**src/rtl/mag_comparator.sv**
```systemverilog
// Registered magnitude comparator: o = 01 (a>b), 10 (a<b), 00 (a==b), one cycle after in_valid.
// Define MAG_CASCADE_EN to add gt_in/lt_in cascade inputs that resolve the a==b case (7485 style).
module mag_comparator #(
  parameter int WIDTH  = 4,
  parameter bit SIGNED = 1'b0
) (
  input  logic             clk,
  input  logic             rst,
  input  logic             in_valid,
  input  logic [WIDTH-1:0] a,
  input  logic [WIDTH-1:0] b,
`ifdef MAG_CASCADE_EN
  input  logic             gt_in,
  input  logic             lt_in,
`endif
  output logic [1:0]       o,
  output logic             out_valid
);

  logic       gt;
  logic       lt;
  logic       decided;
  logic [1:0] code;

  // MSB-first scan; the first differing bit decides. In signed mode a set MSB marks the smaller operand.
  always_comb begin
    gt      = 1'b0;
    lt      = 1'b0;
    decided = 1'b0;
    for (int i = WIDTH - 1; i >= 0; i--) begin
      if (!decided && (a[i] != b[i])) begin
        decided = 1'b1;
        if (SIGNED && (i == WIDTH - 1)) begin
          gt = b[i];
          lt = a[i];
        end else begin
          gt = a[i];
          lt = b[i];
        end
      end
    end
    code = {lt, gt};
`ifdef MAG_CASCADE_EN
    if (!decided) begin
      code = (gt_in && lt_in) ? 2'b00 : {lt_in, gt_in};
    end
`endif
  end

  always_ff @(posedge clk) begin
    if (rst) begin
      o         <= 2'b00;
      out_valid <= 1'b0;
    end else begin
      out_valid <= in_valid;
      if (in_valid) begin
        o <= code;
      end
    end
  end

endmodule

```
**config.mk**
```make
export PLATFORM = sky130hd
export DESIGN_NAME = mag_comparator
export DESIGN_NICKNAME = d
export VERILOG_FILES = /design/src/rtl/mag_comparator.sv
export SDC_FILE = /design/constraint.sdc
export NUM_CORES = 1
export LEC_CHECK = 0
export CORE_AREA = 8 8 45 47
export CTS_BUF_LIST = sky130_fd_sc_hd__clkbuf_8 sky130_fd_sc_hd__clkbuf_16
export DETAILED_ROUTE_END_ITERATION = 7
export DIE_AREA = 0 0 53 55
export DONT_BUFFER_PORTS = 1
export SYNTH_ARGS = -nofsm -noshare
export SYNTH_HDL_FRONTEND = slang
export SYNTH_SLANG_ARGS = --single-unit
```
**constraint.sdc**
```tcl
create_clock -name clk -period 2.8 [get_ports clk]
set_clock_uncertainty 0.15 [all_clocks]
set_input_delay 0.56 -clock clk [delete_from_list [all_inputs] [get_ports clk]]
set_output_delay 0.56 -clock clk [all_outputs]
set_load 0.05 [all_outputs]
```
-- Word level (Yosys, flattened, before mapping)
Index checks and enable logic that the tools add are counted.
- register bits after elaboration: 3
- bits in latches: 0
- bits in writable memories: 0
- memory bits (read-only): 0
- input bits: 11
- output and inout bits: 3
- memories kept: 0
- add/sub/neg operators: 0
- $mul: 0
- div/mod/pow operators: 0
- magnitude comparators: 0
- eq/ne operators: 4
- shift operators: 0
- mux-type cells: 11
- bitwise operators: 0
- reduce and logical (&&, ||, !) cells: 6
- operator list (kind ; count):
    two-way mux 1 bit ; 11
    != test 1 bit ; 4
    logical AND 1 bit ; 3
    zero test 1 bit ; 3

-- Depth between registers and ports, before layout
- depth after elaboration: 11
- depth in mapped cells: 6
- gate-level depth less buffers: 6

-- Worst setup path before layout
No wires, ideal clock.
- path kind: in2reg
- start point: in a[3]
- end point: reg o[1]
- arrival time: 1471 ps
- data required time: 2524 ps
- slack: 1053 ps
- stages: 5
- cell sequence: inv_1 -> ha_1 -> or2_2 -> a31oi_1 -> a211oi_2
- cells in the longest elaborated chain, start to end: 11
- elaborated cells between the ends (all ways): 14
- classes of those cells: eq/ne (1); mux (7); reduce/logical (6)
- RTL lines (item ; line ; RTL):
    from (decl) ; 10 ; input logic [WIDTH-1:0] a,
    != test 1 bit (*) ; 31 ; if (!decided && (a[i] != b[i])) begin
    two-way mux 1 bit ; 31 ;
    zero test 1 bit ; 31 ;
    logical AND 1 bit ; 31 ;
    two-way mux 1 bit ; 31 ;
    zero test 1 bit ; 31 ;
    logical AND 1 bit ; 31 ;
    two-way mux 1 bit ; 31 ;
    zero test 1 bit ; 31 ;
    logical AND 1 bit ; 31 ;
    two-way mux 1 bit (*) ; 31 ;
    to (signal assigned) ; 57 ; o <= code;
    to (decl) ; 16 ; output logic [1:0] o,
Mark *: on every way between the ends. The rest lies on a longest branch, timed or not.
A chain may end at the register's enable or synchronous reset.

==> flow_summary.toml <==
[clocking]
clock_latency_ps = 210
clockBufferDepth = 2
cts_resized = 0
ctsHoldBuffers = 0
cts_root_buf = "clkbuf_8"
cts_htree_levels = 1
cts_setup_buffers = 0
cts_sinks = 3
cts_tree = "done"
cts_buffers = 3
path_clk_slew_ps = 30

[timing]
setup_viol = 0
max_freq_ghz = 0.620
relSlewSlack = 0.668
period_share = 0.576
hold_viol_final = 0
min_period_ps = 1610
grt_setup_unrepaired = "false"
tightest_slew_ps = 498
slew_viol_final = 0
tns_ps = 0

[power]
switching_share = 0.262
design_power_total_uw = 213
clkPwrFrac = 0.571
power_density_mw_per_mm2 = 578
p_seq_frac = 0.262
p_int_uw = 157
leakagePower_uw = 0.000162
pwr-share-comb = 0.168
p_switching_uw = 55.8
vdd_ir_drop_max_mv = 0.0915

[layout]
nNetsFinal = 54
syn_to_final_growth_pct = 21.5
n_antenna_cell = 0
final_cell_mix = "nand2b_1, inv_1, clkbuf_8, dfxtp_1"
layout-drive-gt1-share = 0.250
final_common_cell = "nand2b_1"
layout.cells.non_filler = 56
nFillCells = 154

[synthesis]
synthTopCellsByArea = "dfxtp_1, nand2b_1, a211oi_2"
yosys_warnings = 0
synth_top_area_cell = "dfxtp_1"
ys_seq_elements = 3
synth_edf_count = 0
ys.flop_type = "dfxtp_1"
synth_top_area_frac = 0.198
postSynthAreaPerCell_sq_um = 8.41
synth.distinct_cells = 21
ys_seq_area_frac = 0.198
synthArstFlopShare = 0
synth_area_sq_um = 303
syn-num-nets = 49
synthCells = 36

[min_path]
min_from = "rst"
hold_path_end = "out_valid"
hold_depth = 1
hold_class = "in2reg"

[detailed_routing]
num_vias = 252
wl_met2_microns = 288
first_pass_iters = 4
drc = 0
routed_wl_microns = 651
routedWlPerCell_microns = 11.6
top_layer = "met3"
vias_per_cell = 4.50
drt_iter0_markers = 5
m1WireLength_microns = 255
antenna_left = 0
routed-wl-met3_microns = 108

[global_routing]
grt_pass1_vias = 298
grt_pass1_wl_mm = 1.12
grt_use_total = 0.0519
grt_max_degree = 8
grt.overflow.total = 0
grt_antenna_before_repair = 0

[critical_path]
crit_fanout = 3
reg2reg_depth = 3
cp.required_ps = 2780
critPathKind = "reg2reg"
worst_setup_path_end_kind = "flop"
slowest_stage = "dfxtp_1"
timing.rr.start = "o[1]"
cp-start-kind = "flop"
worst_ep_arrival_time_ps = 1590
reg2reg_slack_ps = 1190
path_cells = "nor3b_1 -> nor2_1 -> a211oi_2"
rr_endpoint = "o[1]"
max_stage_delay_ps = 620

[placement]
dp_cells = 52
port_buffers = 0
place.gp.congestion = 0.760

[floorplanning]
num_rows = 14
fp.dieH_microns = 55
io_pins = 14
dieArea_sq_mm = 0.00292
core_sq_mm = 0.00138
fp.dieW_microns = 53
initial_core_util = 0.219

[run]
maxCapViolCount = 0

[outcome]
status = "finished, final reports clean"
==> cells by family (layout without fill, tap and decap cells) <==
family                     Yosys count  in the layout  share of synthesized area
adders and majority gates            2              2                     0.0826
and+or+nand+nor                     19             19                      0.434
buffers and inverters                4              8                     0.0496
AOI/OAI and AO/OA                    8              8                      0.236
DFF                                  3              3                      0.198
==> power groups by stage <==
stage | registers (uW) | logic, uW | clock network, uW
CTS | 55.7 | 35.9 | 127
floorplan | 55.9 | 31.5 | 0
finish | 55.6 | 35.7 | 121
global route | 55.9 | 41.2 | 129
detailed placement | 56.3 | 35.8 | 0
global placement | 56.3 | 35.5 | 0
==> worst max-delay path: cells and delay by family, from the launching register on <==
family	cells	cell delay, ps
compound gates	1	230
flops	1	620
simple gates	2	530
==> worst max path at each step <==
stage / start / to / cells after the start
4_1_cts: o[1] / o[1] / 3
3_5_place_dp: a[3] / o[0] / 6
3_3_place_gp: a[3] / o[0] / 6
6_report: o[1] / o[1] / 3
5_1_grt: o[1] / o[1] / 3
2_1_floorplan: a[3] / o[1] / 5
==> cell type report <==
type	count	area (sq um)	share of cell area
Inverter	4	15.0	0.0408
Tap cell	16	20.0	0.0544
Sequential cell	3	60.1	0.163
Multi-Input combinational cell	29	228	0.619
Clock inverter	1	3.75	0.0102
Clock buffer	3	41.3	0.112
==> cell usage after synthesis, drive strengths merged, types with 2 or more instances <==
cell type / n
o22ai: 2
nand3: 2
ha: 2
and3: 2
nor3b: 2
nor4: 2
nor2b: 2
a211oi: 2
inv: 4
dfxtp: 3
nand2b: 6
==> per-layer routing <==
metal,global-route usage,vias up
li1,-,137
met1,0.0515,103
met2,0.0840,12
met3,0.0160,0
met4,0.0517,0
met5,0,-
==> state kept, by name, indices dropped and copies added (netlist names) <==
register	flops
out_valid	1
o	2
==> per-stage QoR <==
stage          area, sq um   util  setup WS, ps  hold WS, ps
4_1_cts                368  0.266          1170          293
2_1_floorplan          303      -          1050          505
6_report               368  0.266          1190          305
5_1_grt                368  0.266          1080          301
3_5_place_dp           323  0.233           986          520
3_3_place_gp           323  0.233           995          525
No activity file was read; power rests on OpenSTA's default activity.
